<file path="config.mk">
export PLATFORM = sky130hd
export DESIGN_NAME = iram_access_ctrl_flat
export DESIGN_NICKNAME = d
export VERILOG_FILES = /design/src/rtl/iram_pkg.sv /design/src/rtl/iram_access_ctrl_if.sv /design/src/rtl/iram_bit_alu.sv /design/src/rtl/iram_access_ctrl.sv /design/src/flat_wrapper.sv
export SDC_FILE = /design/constraint.sdc
export NUM_CORES = 1
export LEC_CHECK = 0
export BUFFER_PORTS_ARGS = -buffer_cell sky130_fd_sc_hd__buf_2
export CAP_MARGIN = 25
export CORE_MARGIN = 3
export CORE_UTILIZATION = 50
export CTS_CLUSTER_DIAMETER = 200
export DETAILED_ROUTE_END_ITERATION = 6
export PLACE_DENSITY = 0.87
export SLEW_MARGIN = 30
export SYNTH_ARGS = -nofsm -noshare
export SYNTH_HDL_FRONTEND = slang
export SYNTH_SLANG_ARGS = --single-unit
</file>
<file path="constraint.sdc">
create_clock -name clk -period 1.9 [get_ports clk]
set_input_delay 0.38 -clock clk [delete_from_list [all_inputs] [get_ports clk]]
set_output_delay 0.38 -clock clk [all_outputs]
set_load 0.02 [all_outputs]
</file>
<file path="src/rtl/iram_pkg.sv">
// Shared types, constants and helpers for the internal data RAM access controller.
package iram_pkg;

  localparam int IRAM_ADDR_W = 7;
  localparam int IRAM_DATA_W = 8;
  localparam logic [IRAM_ADDR_W-1:0] IRAM_BIT_BASE = 7'h20;

  typedef enum logic [2:0] {
    RD   = 3'd0,
    WR   = 3'd1,
    BSET = 3'd2,
    BCLR = 3'd3,
    BCPL = 3'd4,
    BRD  = 3'd5
  } iram_op_e;

  typedef enum logic [1:0] {
    IDLE   = 2'd0,
    ACCESS = 2'd1,
    WBACK  = 2'd2,
    RESP   = 2'd3
  } iram_state_e;

  // Byte holding a bit address; upper bit-address nibble offsets from the base, wrapping
  function automatic logic [IRAM_ADDR_W-1:0] bit_byte_addr(input logic [IRAM_ADDR_W-1:0] base,
                                                           input logic [3:0] byte_sel);
    return base + {3'b000, byte_sel};
  endfunction

  function automatic logic is_bit_modify(input iram_op_e op);
    return (op == BSET) || (op == BCLR) || (op == BCPL);
  endfunction

endpackage

</file>
<file path="src/rtl/iram_access_ctrl_if.sv">
// CPU request/response handshake plus RAM port of the internal data RAM controller.
interface iram_access_ctrl_if import iram_pkg::*; #(
  parameter int ADDR_W = IRAM_ADDR_W,
  parameter int DATA_W = IRAM_DATA_W
);
  logic              req_valid;
  logic              req_ready;
  logic [2:0]        req_op;
  logic [ADDR_W-1:0] req_addr;
  logic [DATA_W-1:0] req_wdata;
  logic              rsp_valid;
  logic [DATA_W-1:0] rsp_data;
  logic              rsp_bit;
  logic              ram_en;
  logic              read_en;
  logic              write_en;
  logic [ADDR_W-1:0] addr;
  logic [DATA_W-1:0] data_in;
  logic [DATA_W-1:0] data_out;

  modport slave (
    input  req_valid, req_op, req_addr, req_wdata, data_out,
    output req_ready, rsp_valid, rsp_data, rsp_bit, ram_en, read_en, write_en, addr, data_in
  );

  modport master (
    output req_valid, req_op, req_addr, req_wdata, data_out,
    input  req_ready, rsp_valid, rsp_data, rsp_bit, ram_en, read_en, write_en, addr, data_in
  );
endinterface

</file>
<file path="src/rtl/iram_bit_alu.sv">
// Combinational bit modify for the read-modify-write bit ops: set/clear/invert one bit
// and report that bit's value before modification.
module iram_bit_alu import iram_pkg::*; #(
  parameter int DATA_W = IRAM_DATA_W
) (
  input  logic [DATA_W-1:0] byte_in,
  input  logic [2:0]        bit_idx,
  input  iram_op_e          op,
  output logic [DATA_W-1:0] byte_out,
  output logic              bit_out
);
  logic [DATA_W-1:0] mask_s;

  // Non-bit ops pass the byte through unchanged
  always_comb begin
    mask_s  = {{(DATA_W-1){1'b0}}, 1'b1} << bit_idx;
    bit_out = byte_in[bit_idx];
    case (op)
      BSET:    byte_out = byte_in | mask_s;
      BCLR:    byte_out = byte_in & ~mask_s;
      BCPL:    byte_out = byte_in ^ mask_s;
      default: byte_out = byte_in;
    endcase
  end
endmodule

</file>
<file path="src/rtl/iram_access_ctrl.sv">
// Initiator for the 128-byte internal data RAM: byte reads/writes and read-modify-write bit ops.
// IRAM_FAST_RSP_EN: RD/WR/BRD respond straight out of ACCESS (1-cycle latency).
module iram_access_ctrl import iram_pkg::*; #(
  parameter int                     ADDR_W   = IRAM_ADDR_W,
  parameter int                     DATA_W   = IRAM_DATA_W,
  parameter logic [IRAM_ADDR_W-1:0] BIT_BASE = IRAM_BIT_BASE
) (
  input logic                clk,
  input logic                rst,
  iram_access_ctrl_if.slave  bus
);
  iram_state_e       state_r;
  iram_op_e          op_r;
  iram_op_e          req_op_s;
  logic [2:0]        bit_idx_r;
  logic [DATA_W-1:0] wdata_r;
  logic [DATA_W-1:0] rd_q_r;
  logic              rd_bit_r;
  logic              req_ready_r;
  logic              rsp_valid_r;
  logic [DATA_W-1:0] rsp_data_r;
  logic              rsp_bit_r;
  logic              ram_en_r;
  logic              read_en_r;
  logic              write_en_r;
  logic [ADDR_W-1:0] addr_r;
  logic [DATA_W-1:0] data_in_r;
  logic [ADDR_W-1:0] target_s;
  logic [DATA_W-1:0] alu_byte_s;
  logic              alu_bit_s;
  logic [DATA_W-1:0] rsp_now_data_s;
  logic              rsp_now_bit_s;

  iram_bit_alu #(.DATA_W(DATA_W)) u_bit_alu (
    .byte_in  (bus.data_out),
    .bit_idx  (bit_idx_r),
    .op       (op_r),
    .byte_out (alu_byte_s),
    .bit_out  (alu_bit_s)
  );

  // Decode the request: unknown op codes degrade to RD, bit ops map to their byte
  always_comb begin
    case (bus.req_op)
      3'd1:    req_op_s = WR;
      3'd2:    req_op_s = BSET;
      3'd3:    req_op_s = BCLR;
      3'd4:    req_op_s = BCPL;
      3'd5:    req_op_s = BRD;
      default: req_op_s = RD;
    endcase
    if (is_bit_modify(req_op_s) || (req_op_s == BRD)) begin
      target_s = bit_byte_addr(BIT_BASE, bus.req_addr[6:3]);
    end else begin
      target_s = bus.req_addr;
    end
    rsp_now_data_s = (op_r == WR) ? wdata_r : bus.data_out;
    rsp_now_bit_s  = (op_r == BRD) ? alu_bit_s : 1'b0;
  end

  // Request/response FSM; RAM strobes and response fields are all registered
  always_ff @(posedge clk or posedge rst) begin
    if (rst) begin
      state_r     <= IDLE;
      op_r        <= RD;
      bit_idx_r   <= 3'd0;
      wdata_r     <= {DATA_W{1'b0}};
      rd_q_r      <= {DATA_W{1'b0}};
      rd_bit_r    <= 1'b0;
      req_ready_r <= 1'b1;
      rsp_valid_r <= 1'b0;
      rsp_data_r  <= {DATA_W{1'b0}};
      rsp_bit_r   <= 1'b0;
      ram_en_r    <= 1'b0;
      read_en_r   <= 1'b0;
      write_en_r  <= 1'b0;
      addr_r      <= {ADDR_W{1'b0}};
      data_in_r   <= {DATA_W{1'b0}};
    end else begin
      case (state_r)
        IDLE: begin
          if (bus.req_valid) begin
            op_r        <= req_op_s;
            bit_idx_r   <= bus.req_addr[2:0];
            wdata_r     <= bus.req_wdata;
            addr_r      <= target_s;
            data_in_r   <= bus.req_wdata;
            ram_en_r    <= 1'b1;
            read_en_r   <= (req_op_s != WR);
            write_en_r  <= (req_op_s == WR);
            req_ready_r <= 1'b0;
            state_r     <= ACCESS;
          end else begin
            req_ready_r <= 1'b1;
          end
        end
        ACCESS: begin
          rd_q_r    <= bus.data_out;
          rd_bit_r  <= alu_bit_s;
          read_en_r <= 1'b0;
          if (is_bit_modify(op_r)) begin
            write_en_r <= 1'b1;
            data_in_r  <= alu_byte_s;
            state_r    <= WBACK;
          end else begin
            ram_en_r   <= 1'b0;
            write_en_r <= 1'b0;
            rsp_data_r <= rsp_now_data_s;
            rsp_bit_r  <= rsp_now_bit_s;
`ifdef IRAM_FAST_RSP_EN
            req_ready_r <= 1'b1;
            state_r     <= IDLE;
`else
            rsp_valid_r <= 1'b1;
            state_r     <= RESP;
`endif
          end
        end
        WBACK: begin
          ram_en_r    <= 1'b0;
          write_en_r  <= 1'b0;
          rsp_valid_r <= 1'b1;
          rsp_data_r  <= rd_q_r;
          rsp_bit_r   <= rd_bit_r;
          state_r     <= RESP;
        end
        RESP: begin
          rsp_valid_r <= 1'b0;
          req_ready_r <= 1'b1;
          state_r     <= IDLE;
        end
        default: begin
          ram_en_r    <= 1'b0;
          read_en_r   <= 1'b0;
          write_en_r  <= 1'b0;
          rsp_valid_r <= 1'b0;
          req_ready_r <= 1'b1;
          state_r     <= IDLE;
        end
      endcase
    end
  end

  assign bus.req_ready = req_ready_r;
  assign bus.ram_en    = ram_en_r;
  assign bus.read_en   = read_en_r;
  assign bus.write_en  = write_en_r;
  assign bus.addr      = addr_r;
  assign bus.data_in   = data_in_r;

`ifdef IRAM_FAST_RSP_EN
  logic fast_rsp_s;

  // Byte ops answer during ACCESS with the RAM's combinational read data
  always_comb begin
    fast_rsp_s = (state_r == ACCESS) && !is_bit_modify(op_r);
    if (fast_rsp_s) begin
      bus.rsp_valid = 1'b1;
      bus.rsp_data  = rsp_now_data_s;
      bus.rsp_bit   = rsp_now_bit_s;
    end else begin
      bus.rsp_valid = rsp_valid_r;
      bus.rsp_data  = rsp_data_r;
      bus.rsp_bit   = rsp_bit_r;
    end
  end
`else
  assign bus.rsp_valid = rsp_valid_r;
  assign bus.rsp_data  = rsp_data_r;
  assign bus.rsp_bit   = rsp_bit_r;
`endif
endmodule
</file>
<file path="src/flat_wrapper.sv">
// flat-port wrapper written by rule: the top's interface ports become plain ports
module iram_access_ctrl_flat import iram_pkg::*;
#(
  parameter int                     ADDR_W   = IRAM_ADDR_W,
  parameter int                     DATA_W   = IRAM_DATA_W,
  parameter logic [IRAM_ADDR_W-1:0] BIT_BASE = IRAM_BIT_BASE
)
  (clk, rst, bus_req_valid, bus_req_op, bus_req_addr, bus_req_wdata, bus_data_out, bus_req_ready, bus_rsp_valid, bus_rsp_data, bus_rsp_bit, bus_ram_en, bus_read_en, bus_write_en, bus_addr, bus_data_in);
  iram_access_ctrl_if #(.ADDR_W(ADDR_W), .DATA_W(DATA_W)) bus_i ();
  input logic clk;
  input logic rst;
  input wire logic [$bits(bus_i.req_valid)-1:0] bus_req_valid;
  input wire logic [$bits(bus_i.req_op)-1:0] bus_req_op;
  input wire logic [$bits(bus_i.req_addr)-1:0] bus_req_addr;
  input wire logic [$bits(bus_i.req_wdata)-1:0] bus_req_wdata;
  input wire logic [$bits(bus_i.data_out)-1:0] bus_data_out;
  output wire logic [$bits(bus_i.req_ready)-1:0] bus_req_ready;
  output wire logic [$bits(bus_i.rsp_valid)-1:0] bus_rsp_valid;
  output wire logic [$bits(bus_i.rsp_data)-1:0] bus_rsp_data;
  output wire logic [$bits(bus_i.rsp_bit)-1:0] bus_rsp_bit;
  output wire logic [$bits(bus_i.ram_en)-1:0] bus_ram_en;
  output wire logic [$bits(bus_i.read_en)-1:0] bus_read_en;
  output wire logic [$bits(bus_i.write_en)-1:0] bus_write_en;
  output wire logic [$bits(bus_i.addr)-1:0] bus_addr;
  output wire logic [$bits(bus_i.data_in)-1:0] bus_data_in;
  assign bus_i.req_valid = bus_req_valid;
  assign bus_i.req_op = bus_req_op;
  assign bus_i.req_addr = bus_req_addr;
  assign bus_i.req_wdata = bus_req_wdata;
  assign bus_i.data_out = bus_data_out;
  assign bus_req_ready = bus_i.req_ready;
  assign bus_rsp_valid = bus_i.rsp_valid;
  assign bus_rsp_data = bus_i.rsp_data;
  assign bus_rsp_bit = bus_i.rsp_bit;
  assign bus_ram_en = bus_i.ram_en;
  assign bus_read_en = bus_i.read_en;
  assign bus_write_en = bus_i.write_en;
  assign bus_addr = bus_i.addr;
  assign bus_data_in = bus_i.data_in;
  iram_access_ctrl #(.ADDR_W(ADDR_W), .DATA_W(DATA_W), .BIT_BASE(BIT_BASE)) u_core (.clk(clk), .rst(rst), .bus(bus_i));
endmodule
</file>
==> out/metrics.csv <==
stage,metric,value,unit
drt,drc_errors,0,
final_layout,fin_area,3680,um^2
synthesis,syn-num-nets,347,
worst_setup_path,crit_path_max_incr_delay,0.64,ns
worst_setup_path,crit_family,simple AND/OR/NAND/NOR gates,
cts,clock_latency,0.31,ns
global_routing,grt-busiest-layer,met2,
die,initial_core_util,0.522,
global_routing,gr-usage-met2,0.358,
power,p_clk_frac,0.100,
power,switchingPower,0.00261,W
power,swShare,0.418,
final_layout,syn2layout_area_growth,17.9,%
power,power_frac_comb,0.565,
synthesis,synthTopCellsByArea,"dfrtp_1, mux2_2, ha_1, mux2i_1, o21ai_0",
global_routing,grt_pass1_wl,12100,um
worst_setup_path,cp_max_fo,8,
placed_design,post_dp_cell_area,3550,um^2
power,pwr-share-seq,0.335,
timing,fin_crit_sh,0.939,
final_layout,final_nets,411,
synthesis,synth_fa_ha_area_frac,0.0881,
synthesis,muxShareOfSynthArea,0.174,
worst_setup_path,path_class,flop to flop,
synthesis,ys_types,34,
power,vdd_drop_max,0.836,mV
global_routing,use_met3,0.0301,
timing,min_period,1.78,ns
synthesis,synth_compound_area_frac,0.123,
synthesis,yosys.area_share.xor_xnor,0,
synthesis,synth_simple_gate_area_frac,0.136,
cts,clk_pin_slew_worst_paths,0.09,ns
timing,max_freq,0.561,GHz
die,die_w,85.0,um
worst_setup_path,r2r-start,u_core.op_r[1],
synthesis,synth_seq_area_share,0.433,
global_routing,antenna_found_initial,0,
power,power_density,1690,nW/um^2
drt,drt_iter0_markers,191,
global_routing,grt_remaining_overflow,0,
worst_hold_path,hold_path_class,primary input to asynchronous set/reset pin,
die,io-pin-count,58,
global_routing,grt_pass1_vias,2508,
power,leakage,1.77,nW
synthesis,yosysWarnings,0,
final_layout,drive_gt1_frac,0.352,
die,core_area,5990,um^2
drt,ant_nets,0,
worst_setup_path,cp.arrival,1.98,ns
outcome,status,completed,
global_routing,grt_max_degree,31,
cts,cts-buffers-inserted,5,
synthesis,postSynthAreaPerCell,10.6,um^2
drt,wl_per_cell,16.5,um
die,chipHeight,85.0,um
cts,cts_tree,built,
worst_setup_path,critPathLaunch,u_core.op_r[1],
placed_design,portBuffers,57,
final_layout,regArea,1350,um^2
timing,tightest_slew,0.536,ns
cts,cts-root-buf,clkbuf_8,
worst_setup_path,start_kind,flop,
power,p_int,0.00363,W
cts,ctsHtreeMaxLevel,2,
final_layout,num_antenna_cells,0,
worst_setup_path,worstSetupEndpointType,flop,
worst_setup_path,crit_chain,"or3b_1, mux2i_1, o21ai_0, mux2_2",
global_routing,grtUsageTotal,0.208,
placed_design,place_congestion,0.876,
drt,routed_via_density,5.71,
timing,slew-limit-headroom,0.642,
worst_setup_path,critPathRequiredTime,2.10,ns
drt,vias,2488,
worst_setup_path,crit_path_top_delay_cell,or3b_1,
placed_design,dpl.hpwl,5310,um
final_layout,fillers,454,
synthesis,netlist_area,3120,um^2
synthesis,synth_top_family_by_area,multiplexers,
drt,dr.pass1.iters,5,
worst_setup_path,path_buf_inv,0,
timing,hold_viol,0,
job,max_cap_violations,0,
global_routing,grt_util_met1,0.262,
timing,drv_slew,0,
timing,setup_violations,0,
synthesis,syn_inst,296,
cts,clock_sinks,54,
final_layout,multiInputGateArea,1630,um^2
cts,clock_path_buffers,2,
power,finalPower,0.00624,W
synthesis,ys_ff_latch,54,
drt,wl,7180,um
timing,fin_skew,0.00755,ns
synthesis,yosysTopAreaCellShare,0.425,
die,die_area,7230,um^2
die,num_rows,28,
cts,cts_hold_buf,0,
synthesis,yosys.area.top_type,dfrtp_1,
-- worst paths after layout --
check                                               to  slack (ns)  cells past startpoint
worst max-delay path            u_core.bus.rsp_data[1]        0.12                      4
worst min-delay path                  u_core.rd_q_r[3]        0.09                      2
worst max register to register  u_core.bus.rsp_data[1]        0.12                      4
worst min register to register      u_core.bus.addr[5]        0.49                      2
max in group asynchronous         u_core.bus.req_ready        1.22                      3
min in group clk                  u_core.bus.req_ready        0.25                      2
-- layer usage --
metal / part of all wire / vias up / wire length, um
met3: 0.053 / 13 / 381
li1: - / 1168 / -
met1: 0.42 / 1219 / 3030
met5: 0 / - / 0
met2: 0.50 / 88 / 3620
met4: 0.020 / 0 / 146
-- cell type report --
class | instances | area share
multi-input combinational | 208 | 0.442
sequential | 54 | 0.368
clock buffer | 8 | 0.0217
timing repair buffer | 77 | 0.128
inverter | 14 | 0.0143
tap | 75 | 0.0255
-- registers in the layout, summed over array words and instances (netlist names) --
signal and cells:
u_core.bit_idx_r 3, u_core.bus.addr 7, u_core.bus.data_in 8, u_core.bus.ram_en 1, u_core.bus.read_en 1, u_core.bus.req_ready 1, u_core.bus.rsp_bit 1, u_core.bus.rsp_data 8
u_core.bus.rsp_valid 1, u_core.bus.write_en 1, u_core.op_r 3, u_core.rd_bit_r 1, u_core.rd_q_r 8, u_core.state_r 2, u_core.wdata_r 8
-- synth_stat cells, drive strengths merged --
library cell and n:
a31oi 11, o31ai 3, nand3b 3, nor2 14, a21boi 1, mux2 31, or3b 4, clkbuf 13
dfstp 1, or3 3, nand2b 11, nand2 29, buf 7, o2bb2ai 1, o31a 1, mux4 2
dfrtp 53, nand3 1, inv 14, and3 8, ha 22, o32ai 8, nand4bb 1, or2 2
a21oi 3, mux2i 15, nor3 1, nor2b 5, o21ai 28
-- cells by family after synthesis --
kind of cell,count (synthesis)
flops,54
fa+ha+maj,22
mux,48
simple gates,82
compound gates,56
buf+inv,34
-- placed cells by master, fill, tap and decap left out, types with 2 or more instances in the layout --
master    Yosys  final
ha_1         22     21
or3_1         3      3
a31oi_4       2      2
nor2_1       14     14
clkbuf_8      0      5
o32ai_1       8      8
buf_2         5     57
inv_1        14     13
or2_2         2      2
mux4_2        2      2
nand3b_1      3      3
buf_4         1     17
clkbuf_1     13      3
or3b_2        2      2
buf_12        0      3
nor2b_1       5      5
nand2_1      29     29
mux2_2       31     31
mux2i_1      15     15
nand2b_1     11     11
a31oi_1       9      9
dfrtp_1      53     52
o21ai_0      28     28
o31ai_1       3      3
and3_1        8      8
a21oi_1       3      3
-- power by group through the flow --
| stage | Combinational (W) | Sequential (W) | Clock (W) |
|---|---|---|---|
| CTS | 0.00341 | 0.00209 | 0.000630 |
| global placement | 0.00326 | 0.00207 | 0 |
| floorplan | 0.00211 | 0.00238 | 0 |
| finish | 0.00353 | 0.00209 | 0.000624 |
| global route | 0.00387 | 0.00216 | 0.000682 |
| detailed placement | 0.00339 | 0.00211 | 0 |
-- what timing repair did --
action                     in CTS  in global routing
setup endpoints to repair       0                 12
buffers inserted                0                  5
gates resized for setup         0                  2
-- per-stage QoR --
stage / hold WS, ns / TNS, ns / util / cells / setup WS (ns)
6_report: 0.0914 / 0 / 0.615 / 436 / 0.116
5_1_grt: 0.127 / -0.00359 / 0.615 / 436 / -0.00359
4_1_cts: 0.102 / 0 / 0.606 / 431 / 0.0944
3_5_place_dp: 0.440 / 0 / 0.592 / 423 / 0.123
3_3_place_gp: 0.436 / 0 / 0.592 / 423 / 0.175
2_1_floorplan: 0.431 / 0 / - / 296 / 0.115
Note: power is estimated with default switching activity, not from simulation.
